$ cat config.mk
export PLATFORM = sky130hd
export DESIGN_NAME = alu_output_queue_flat
export DESIGN_NICKNAME = d
export VERILOG_FILES = /design/src/rtl/alu_output_queue_if.sv /design/src/rtl/alu_output_queue.sv /design/src/flat_wrapper.sv
export SDC_FILE = /design/constraint.sdc
export NUM_CORES = 1
export LEC_CHECK = 0
export BUFFER_PORTS_ARGS = -buffer_cell sky130_fd_sc_hd__buf_2
export CORE_MARGIN = 2
export CORE_UTILIZATION = 50
export CTS_CLUSTER_DIAMETER = 100
export DETAILED_ROUTE_END_ITERATION = 7
export GPL_TIMING_DRIVEN = 0
export PLACE_DENSITY = 0.72
export SYNTH_ARGS = -nofsm -noshare
export SYNTH_HDL_FRONTEND = slang
export SYNTH_SLANG_ARGS = --single-unit
$ cat constraint.sdc
create_clock -name c_clk -period 2.5 [get_ports c_clk]
set_input_delay 0.375 -clock c_clk [delete_from_list [all_inputs] [get_ports c_clk]]
set_output_delay 0.375 -clock c_clk [all_outputs]
set_load 0.01 [all_outputs]
$ cat src/rtl/alu_output_queue_if.sv
// alu_output_queue_if
//   Groups the ALU-result push bus, the per-port acknowledge/pop bus, and the
//   per-port result outputs of alu_output_queue.
//   master : upstream/requester side (drives push + acks, observes outputs)
//   slave  : the queue itself
//   Signals:
//     prio_alu_out_vld     result valid this cycle
//     prio_alu_out_req_id  destination port of the result
//     alu_result           2*DATA_W result, payload in the low DATA_W bits
//     alu_overflow         overflow for the current result
//     local_error_found    invalid command/operand for the current result
//     out_ack              per-port pop
//     out_data             port i head data at [i*DATA_W +: DATA_W]
//     out_resp             port i head response at [2*i +: 2], 00 = empty
//     port_full            per-port FIFO full (registered)
//     drop_err             sticky: a result was discarded at a full port
interface alu_output_queue_if #(
    parameter int NUM_PORTS = 4,
    parameter int DATA_W    = 32,
    parameter int ID_W      = $clog2(NUM_PORTS)
);
    logic                          prio_alu_out_vld;
    logic [ID_W-1:0]               prio_alu_out_req_id;
    logic [2*DATA_W-1:0]           alu_result;
    logic                          alu_overflow;
    logic                          local_error_found;
    logic [NUM_PORTS-1:0]          out_ack;
    logic [NUM_PORTS*DATA_W-1:0]   out_data;
    logic [2*NUM_PORTS-1:0]        out_resp;
    logic [NUM_PORTS-1:0]          port_full;
    logic                          drop_err;

    modport master (
        output prio_alu_out_vld, prio_alu_out_req_id, alu_result,
               alu_overflow, local_error_found, out_ack,
        input  out_data, out_resp, port_full, drop_err
    );

    modport slave (
        input  prio_alu_out_vld, prio_alu_out_req_id, alu_result,
               alu_overflow, local_error_found, out_ack,
        output out_data, out_resp, port_full, drop_err
    );
endinterface

$ cat src/rtl/alu_output_queue.sv
// alu_output_queue
//   Routes one ALU result per cycle into one of NUM_PORTS per-port FIFOs and
//   lets each requester port drain its FIFO with a valid/ack handshake.
//   Response code: 10 on local error or overflow, else 01; 00 means empty.
//   Ports:
//     c_clk  : clock, rising edge
//     reset  : asynchronous active-high reset, clears all queues
//     bus    : alu_output_queue_if.slave (push bus, acks, per-port outputs)
//   All outputs are functions of registered state only.

// One requester port: a DEPTH-entry FIFO with full-and-pop push acceptance.
module alu_output_queue_port #(
    parameter int DATA_W = 32,
    parameter int DEPTH  = 4
) (
    input  logic              c_clk,
    input  logic              reset,
    input  logic              i_push,
    input  logic [DATA_W-1:0] i_data,
    input  logic [1:0]        i_resp,
    input  logic              i_ack,
    output logic [DATA_W-1:0] o_data,
    output logic [1:0]        o_resp,
    output logic              o_full,
    output logic              o_drop
);
    localparam int PTR_W = $clog2(DEPTH);
    localparam int CNT_W = PTR_W + 1;

    typedef struct packed {
        logic [1:0]        resp;
        logic [DATA_W-1:0] data;
    } ent_t;

    ent_t             r_mem [DEPTH];
    logic [PTR_W-1:0] r_wr_ptr;
    logic [PTR_W-1:0] r_rd_ptr;
    logic [CNT_W-1:0] r_cnt;
    logic [CNT_W-1:0] w_cnt_nxt;
    logic             r_full;
    logic             w_empty;
    logic             w_pop;
    logic             w_push_ok;
    ent_t             w_head;

    assign w_empty   = (r_cnt == '0);
    // Ack on an empty FIFO is simply ignored.
    assign w_pop     = i_ack && !w_empty;
    // A full FIFO still takes the push when its head leaves in the same cycle.
    assign w_push_ok = i_push && ((r_cnt != CNT_W'(DEPTH)) || w_pop);
    assign o_drop    = i_push && !w_push_ok;

    always_comb begin
        w_cnt_nxt = r_cnt;
        if (w_push_ok && !w_pop)
            w_cnt_nxt = r_cnt + CNT_W'(1);
        else if (!w_push_ok && w_pop)
            w_cnt_nxt = r_cnt - CNT_W'(1);
    end

    always_ff @(posedge c_clk or posedge reset) begin
        if (reset) begin
            r_wr_ptr <= '0;
            r_rd_ptr <= '0;
            r_cnt    <= '0;
            r_full   <= 1'b0;
        end else begin
            if (w_push_ok) r_wr_ptr <= r_wr_ptr + PTR_W'(1);
            if (w_pop)     r_rd_ptr <= r_rd_ptr + PTR_W'(1);
            r_cnt  <= w_cnt_nxt;
            r_full <= (w_cnt_nxt == CNT_W'(DEPTH));
        end
    end

    // Storage needs no reset: it is only visible while the count is non-zero.
    always_ff @(posedge c_clk) begin
        if (w_push_ok) r_mem[r_wr_ptr] <= '{resp: i_resp, data: i_data};
    end

    assign w_head = r_mem[r_rd_ptr];
    assign o_data = w_empty ? '0 : w_head.data;
    assign o_resp = w_empty ? 2'b00 : w_head.resp;
    assign o_full = r_full;
endmodule

module alu_output_queue #(
    parameter int NUM_PORTS = 4,
    parameter int DATA_W    = 32,
    parameter int DEPTH     = 4,
    parameter int ID_W      = $clog2(NUM_PORTS)
) (
    input  logic               c_clk,
    input  logic               reset,
    alu_output_queue_if.slave  bus
);
    logic [NUM_PORTS-1:0] w_push;
    logic [NUM_PORTS-1:0] w_drop;
    logic [1:0]           w_resp;
    logic [DATA_W-1:0]    w_data;
    logic                 r_drop_err;
    logic                 w_unused_hi;

    assign w_resp = (bus.local_error_found || bus.alu_overflow) ? 2'b10 : 2'b01;
    assign w_data = bus.alu_result[DATA_W-1:0];
    // Upper half of the ALU result carries no payload for this stage.
    assign w_unused_hi = ^bus.alu_result[2*DATA_W-1:DATA_W];

    genvar gi;
    generate
        for (gi = 0; gi < NUM_PORTS; gi++) begin : g_port
            assign w_push[gi] = bus.prio_alu_out_vld &&
                                (bus.prio_alu_out_req_id == ID_W'(gi));

            alu_output_queue_port #(
                .DATA_W (DATA_W),
                .DEPTH  (DEPTH)
            ) u_port (
                .c_clk  (c_clk),
                .reset  (reset),
                .i_push (w_push[gi]),
                .i_data (w_data),
                .i_resp (w_resp),
                .i_ack  (bus.out_ack[gi]),
                .o_data (bus.out_data[gi*DATA_W +: DATA_W]),
                .o_resp (bus.out_resp[2*gi +: 2]),
                .o_full (bus.port_full[gi]),
                .o_drop (w_drop[gi])
            );
        end
    endgenerate

    always_ff @(posedge c_clk or posedge reset) begin
        if (reset)
            r_drop_err <= 1'b0;
        else if (|w_drop)
            r_drop_err <= 1'b1;
    end

    assign bus.drop_err = r_drop_err;
endmodule
$ cat src/flat_wrapper.sv
// flat-port wrapper written by rule: the top's interface ports become plain ports
module alu_output_queue_flat 
#(
    parameter int NUM_PORTS = 4,
    parameter int DATA_W    = 32,
    parameter int DEPTH     = 4,
    parameter int ID_W      = $clog2(NUM_PORTS)
)
  (c_clk, reset, bus_prio_alu_out_vld, bus_prio_alu_out_req_id, bus_alu_result, bus_alu_overflow, bus_local_error_found, bus_out_ack, bus_out_data, bus_out_resp, bus_port_full, bus_drop_err);
  alu_output_queue_if #(.NUM_PORTS(NUM_PORTS), .DATA_W(DATA_W), .ID_W(ID_W)) bus_i ();
  input  logic c_clk;
  input  logic reset;
  input wire logic [$bits(bus_i.prio_alu_out_vld)-1:0] bus_prio_alu_out_vld;
  input wire logic [$bits(bus_i.prio_alu_out_req_id)-1:0] bus_prio_alu_out_req_id;
  input wire logic [$bits(bus_i.alu_result)-1:0] bus_alu_result;
  input wire logic [$bits(bus_i.alu_overflow)-1:0] bus_alu_overflow;
  input wire logic [$bits(bus_i.local_error_found)-1:0] bus_local_error_found;
  input wire logic [$bits(bus_i.out_ack)-1:0] bus_out_ack;
  output wire logic [$bits(bus_i.out_data)-1:0] bus_out_data;
  output wire logic [$bits(bus_i.out_resp)-1:0] bus_out_resp;
  output wire logic [$bits(bus_i.port_full)-1:0] bus_port_full;
  output wire logic [$bits(bus_i.drop_err)-1:0] bus_drop_err;
  assign bus_i.prio_alu_out_vld = bus_prio_alu_out_vld;
  assign bus_i.prio_alu_out_req_id = bus_prio_alu_out_req_id;
  assign bus_i.alu_result = bus_alu_result;
  assign bus_i.alu_overflow = bus_alu_overflow;
  assign bus_i.local_error_found = bus_local_error_found;
  assign bus_i.out_ack = bus_out_ack;
  assign bus_out_data = bus_i.out_data;
  assign bus_out_resp = bus_i.out_resp;
  assign bus_port_full = bus_i.port_full;
  assign bus_drop_err = bus_i.drop_err;
  alu_output_queue #(.NUM_PORTS(NUM_PORTS), .DATA_W(DATA_W), .DEPTH(DEPTH), .ID_W(ID_W)) u_core (.c_clk(c_clk), .reset(reset), .bus(bus_i));
endmodule
==> summary.txt, run 1 <==
Run status
  – Outcome: finished with violations
  – Failing checks: negative setup slack

Pwr
  – P_leak: 10.2 nW
  – Max rail drop VDD: 0.000789 V
  – Pwr dens: 1230 mW/mm^2

GRT
  – Largest net degree at the start of global routing: 34
  – Vias in the first global route: 11.7k
  – Initial antenna violation count: 0
  – Gr ovfl total: 0
  – First-pass GRT wire length: 75700 microns
  – Gr usage total: 22.1%

Setup path
  – Worst-path maximum fanout: 5
  – Setup crit start kind: register
  – CP max stage delay: 550 ps
  – FF-to-FF path depth: 7
  – R2r startpoint: u_core.g_port[2].u_port.r_cnt[0]
  – Crit Path Category: register to output port
  – Worst endpoint required time: 2120 ps
  – Critical path's slowest cell: mux4_2
  – WP buf/inv: 3
  – Arrival time worst endpoint: 2210 ps
  – Critical path cell sequence: buf_12 -> buf_12 -> mux4_2 -> and2_4 -> buf_6
  – Critical Path Sink Type: output port
  – FF-to-FF setup slack: 90 ps
  – Most used cell, CP: buf_12
  – CP delay by family, top: multiplexers
  – Reg2reg end: u_core.g_port[2].u_port.r_mem[3][19]

Final layout
  – Area Growth Syn to Fin: 26.1%
  – # diodes: 0
  – Final core occ: 63.6%
  – Post-layout nets: 1506
  – Share of cells above drive strength 1: 46.5%
  – Final Non-Filler Cells: 2044
  – Final instance area: 0.0288 sq mm

Clock network
  – CTS tree: done
  – Clk_lat worst skew: 610 ps
  – Clk buf depth: 3
  – Reg clk slew, reported paths: 60 ps
  – Root buffer cell: clkbuf_16
  – Clock Sinks: 577
  – H-tree levels: 2
  – CTS Buf Count: 55

Synth
  – Leading post-synthesis cells by cell area: edfxtp_1 71%, mux4_2 13%, and2_1 4.1%
  – Synth Flop Type: edfxtp_1
  – Synth cell types: 49
  – Seq/Total Area, Yosys: 75.1%
  – Top-count cell post-synth: edfxtp_1
  – Post-synthesis async set-or-reset flop share: 5.72%
  – Number of synthesized register bits: 577
  – Yosys top cell by area: edfxtp_1
  – Commonest cells post-synth: 544 x edfxtp_1, 149 x and2_1, 136 x mux4_2
  – Yosys warning total: 0
  – Avg Cell Area, Syn: 20.6 sq um
  – Mapped Nets: 1211
  – Share of the synthesized area in the top cell type: 71.5%
  – Synth Instances: 1108
  – Post-synth EDFFs: 544
  – Synthesized area: 0.0229 sq mm

Timing
  – Slew Limit Fails: 0
  – Slew @ Worst Pin: 804 ps
  – RSZ-0062 raised after global routing: true
  – Fin crit period: 2580 ps
  – Final worst slack: -81.2 ps
  – Setup Viol. Count Final: 51
  – Final hold vios: 0
  – Skew final: 16.8 ps
  – FMAX: 387 MHz
  – Slew HR: 46.3%
  – Final period utilization: 103%

Placement
  – DP Area: 0.0248 sq mm
  – Half-perimeter wire length after placement: 32600 microns
  – Port Buffers: 179
  – DP Cell Count: 1903
  – Post-place setup slack: -107 ps
  – Final Wtd Congestion: 0.811

Routing
  – Drc violations: 0
  – DR pass1 iterations: 7
  – Routed WL: 53300 microns
  – Remaining antenna violation count after routing: 0
  – Via count: 11.8k
  – Vias/cell: 5.76
  – Routed wire per std cell: 26.1 microns
  – 1st-iter DRT viols: 1105

Die
  – Die width: 218 microns
  – Die ar.: 0.0474 sq mm
  – CORE AREA: 0.0453 sq mm
  – Top-level port count: 216
  – Die H: 218 microns
  – Initial Util: 50.5%
  – Row cnt: 78

Hold path
  – Class of the most critical hold timing path: primary input to register
  – Worst Hold Launch: bus_alu_result[12]
  – Hold endpoint: u_core.g_port[3].u_port.r_mem[0][12]
  – Worst Hold Path Cells: 1

Job
  – Max_cap viols: 0
[sequential cells by signal, summed over array words and instances, names as in the netlist]
name                           flops
u_core.g_port.u_port.r_mem       544
u_core.g_port.u_port.r_cnt        12
u_core.g_port.u_port.r_rd_ptr      8
u_core.g_port.u_port.r_wr_ptr      8
u_core.g_port.u_port.o_full        4
u_core.bus.drop_err                1
[cell families (layout without fill, tap and decap cells)]
logic type / count (synthesis) / in the layout / share of synthesized area [%]
xor+xnor: 16 / 16 / 0.613
fa+ha+maj: 30 / 30 / 1.62
compound gates: 31 / 31 / 1.04
buf+inv: 78 / 414 / 1.74
simple gates: 236 / 236 / 6.33
mux: 140 / 140 / 13.6
flops: 577 / 577 / 75.1
[stage by stage]
step | TNS, ps | power (W) | hold WS (ps)
floorplan | 0 | 0.0183 | 474
global placement | -433850 | 0.0221 | 518
detailed placement | -759 | 0.0223 | 515
CTS | -2070 | 0.0341 | 121
global route | -5530 | 0.0370 | 145
finish | -1010 | 0.0355 | 146
[worst max path at each step]
stage                                         from                                    to  cells after the start
4_1_cts        u_core.g_port[3].u_port.r_rd_ptr[0]                     bus_out_data[116]                      6
6_report       u_core.g_port[1].u_port.r_rd_ptr[0]                      bus_out_data[61]                      5
3_5_place_dp      u_core.g_port[0].u_port.r_cnt[0]                      bus_out_data[26]                      7
3_3_place_gp      u_core.g_port[3].u_port.r_cnt[0]  u_core.g_port[3].u_port.r_mem[3][19]                      5
2_1_floorplan     u_core.g_port[3].u_port.r_cnt[0]   u_core.g_port[3].u_port.r_mem[0][0]                      5
5_1_grt        u_core.g_port[1].u_port.r_rd_ptr[0]                      bus_out_data[61]                      5
[layer usage]
metal  GRT usage [%]  wire length [microns]
met1            30.7                  21400
met2            36.0                  27000
met3            3.18                   3410
met4            8.07                   1470
met5               0                      0
[placed cells by master (no fill, tap or decap), types with 16 or more instances in the layout]
master / n
and2_4: 125
buf_12: 33
buf_2: 63
buf_4: 27
buf_6: 136
clkbuf_16: 68
dfrtp_1: 30
edfxtp_1: 544
ha_1: 24
mux4_2: 136
nand2_1: 22
xnor2_1: 16
[worst register-to-register path, delay by kind of cell (launching register included)]
kind,cells,cell delay (ps)
DFF,1,400
buffers and inverters,2,350
adders and majority gates,1,210
and+or+nand+nor,4,1120
[where the power goes]
| group | switching, W | total [W] | internal [W] |
|---|---|---|---|
| registers | 0.000347 | 0.0117 | 0.0114 |
| clock network | 0.00349 | 0.00808 | 0.00459 |
| logic | 0.00672 | 0.0157 | 0.00899 |
| total | 0.0106 | 0.0355 | 0.0249 |
[layout make-up]
type                       count  area [sq um]
sequential                   577         17200
fill                        2982         16500
multi-input combinational    453          5670
timing repair buffer         238          2600
clock buffer                  62          1420
buffer                        60           818
tap                          600           751
clock inverter                36           317
inverter                      18          67.6
[timing repair]
item                       CTS  global route
hold endpoints to repair    33             0
gates resized for setup    311           105
setup buffers               19            10
pin swaps                   49            79
cloned                       6             9
setup endpoints to repair  140           148
hold buffers                 1             0
Note: power is estimated with default switching activity, not from simulation.
==> run 2, diff against run 1 <==
CORE_ASPECT_RATIO = 2   (was not set)
SETUP_SLACK_MARGIN = 0.5   (was not set)
==> summary.txt, run 2 (same netlist as run 1, synthesis figures left out) <==
Routing
  – DR pass1 iterations: 5
  – Top Layer Used: met4
  – Via count: 12.3k
  – 1st-iter DRT viols: 1207
  – Vias/cell: 6.00
  – Met3 routed WL: 3730 microns
  – M1 WL: 20400 microns
  – Drc violations: 0
  – Met2 Wirelength: 34000 microns
  – Routed WL: 61300 microns
  – Routed wire per std cell: 29.9 microns
  – Remaining antenna violation count after routing: 0

Final layout
  – Largest register FFs: 544
  – Most frequent cells in the layout: 544 x edfxtp_1, 139 x and2_4, 136 x mux4_2
  – Post-layout nets: 1553
  – # diodes: 0
  – Final core occ: 64.4%
  – Largest registers: u_core.g_port.u_port.r_mem (544), u_core.g_port.u_port.r_cnt (12)
  – Fill count: 2935
  – Share of cells above drive strength 1: 47.6%
  – Largest Register: u_core.g_port.u_port.r_mem
  – Area Growth Syn to Fin: 27.2%
  – Commonest non-fill, non-tap cell in the layout: edfxtp_1

Run status
  – Failing checks: negative setup slack
  – Outcome: finished with violations

Die
  – Initial Util: 50.6%
  – Row cnt: 110
  – Die H: 306 microns
  – Die width: 155 microns
  – CORE AREA: 0.0451 sq mm
  – Top-level port count: 216
  – Die ar.: 0.0475 sq mm

Timing
  – Slew @ Worst Pin: 770 ps
  – Slew HR: 48.6%
  – Final worst slack: -49.9 ps
  – RSZ-0062 raised after global routing: true
  – FMAX: 392 MHz
  – Slew Limit Fails: 0
  – Final hold vios: 0
  – Setup Viol. Count Final: 20
  – Skew final: 28.1 ps
  – Final period utilization: 102%
  – Fin crit period: 2550 ps

Setup path
  – CP Launch Point: u_core.g_port[0].u_port.r_rd_ptr[0]
  – Crit Path Category: register to output port
  – R2r startpoint: u_core.g_port[0].u_port.r_cnt[1]
  – FF-to-FF setup slack: 520 ps
  – Worst-path maximum fanout: 8
  – Arrival time worst endpoint: 2170 ps
  – CP Capture Point: bus_out_data[15]
  – Setup crit start kind: register
  – Worst endpoint required time: 2120 ps
  – FF-to-FF path depth: 7
  – Critical Path Sink Type: output port
  – Reg2reg end: u_core.g_port[0].u_port.r_mem[3][25]

Pwr
  – Total chip power: 0.0352 W
  – Max rail drop VDD: 0.000762 V
  – Pwr dens: 1210 mW/mm^2
  – P_leak: 10.3 nW

GRT
  – Largest net degree at the start of global routing: 35
  – Vias in the first global route: 12.5k
  – Initial antenna violation count: 0
  – Gr usage total: 25.2%
  – Gr ovfl total: 0
  – First-pass GRT wire length: 84900 microns

Clock network
  – Root buffer cell: clkbuf_16
  – CTS tree: done
  – Reg clk slew, reported paths: 70 ps
  – H-tree levels: 2
  – Clk buf depth: 3
  – CTS Buf Count: 47
  – Clk_lat worst skew: 590 ps
  – Clock Sinks: 577

Job
  – Max_cap viols: 0

Placement
  – Half-perimeter wire length after placement: 32500 microns
  – Port Buffers: 179
  – Final Wtd Congestion: 0.766

Hold path
  – Class of the most critical hold timing path: primary input to register
run 2: changes by cell type in the layout (fill, tap and decap cells not counted), sizes merged:
cell / change
and2: +12
and3: +4
buf: +40
bufinv: -3
clkbuf: -4
clkinv: -6
clkinvlp: +1
inv: +1
run 2: area by class of cell:
cell class	count	area (sq um)	area share, %
plain buffers	60	808	2.78
clock buffers	59	1240	4.27
clock inverters	29	226	0.779
inverters	18	67.6	0.232
multi-input cells	469	5870	20.2
flip-flops and latches	577	17200	59.0
well taps	560	701	2.41
repair buffers	277	3000	10.3
run 2: through the flow:
| step | cell area, sq um | worst slack (ps) | TNS [ps] | hold WS (ps) | cells |
|---|---|---|---|---|---|
| after floorplan | 22900 | 509 | 0 | 474 | 1108 |
| after global placement | 24500 | -182 | -30030 | 528 | 1847 |
| after detailed placement | 24500 | -315 | -52330 | 468 | 1848 |
| after CTS | 28100 | -40.9 | -403 | 147 | 2004 |
| after global routing | 29100 | -89.6 | -2510 | 177 | 2049 |
| final | 29100 | -49.9 | -379 | 177 | 2049 |
run 2: worst min-delay path by stage:
stage | to | slack (ps) | cells after the start | startpoint
floorplan | u_core.g_port[0].u_port.r_mem[0][0] | 470 | 0 | bus_alu_result[0]
global placement | u_core.g_port[2].u_port.r_wr_ptr[1] | 530 | 1 | u_core.g_port[2].u_port.r_wr_ptr[1]
detailed placement | u_core.g_port[3].u_port.r_wr_ptr[0] | 470 | 2 | reset
CTS | u_core.g_port[3].u_port.r_mem[1][4] | 150 | 1 | bus_alu_result[4]
global route | u_core.g_port[2].u_port.r_mem[3][5] | 180 | 1 | bus_alu_result[5]
finish | u_core.g_port[3].u_port.r_mem[1][18] | 180 | 1 | bus_alu_result[18]
run 2: layer usage:
metal / GRT usage (%) / vias up
met5: 0 / -
met4: 12.8 / 0
met3: 3.19 / 137
met2: 46.0 / 640
met1: 28.9 / 6398
li1: - / 5113
run 2: report_power, final:
part           switching, W  internal [W]  total, W
Clock               0.00339       0.00378   0.00716
Combinational       0.00727       0.00914    0.0164
Sequential         0.000332        0.0113    0.0117
Total                0.0110        0.0243    0.0352
run 2: critical path: stages, from the launching register on:
cell and delay, ps:
dfrtp_1 390, buf_12 170, buf_12 120, buf_12 130, mux4_2 500, and2_4 160
buf_6 110
run 2: timing repair:
action	in CTS	in global routing
endpoints found under the hold margin	11	0
endpoints found under the setup margin	682	462
hold buffers	1	0
cloned	19	8
pin swaps	65	64
buffers inserted	48	37
gates resized for setup	351	89
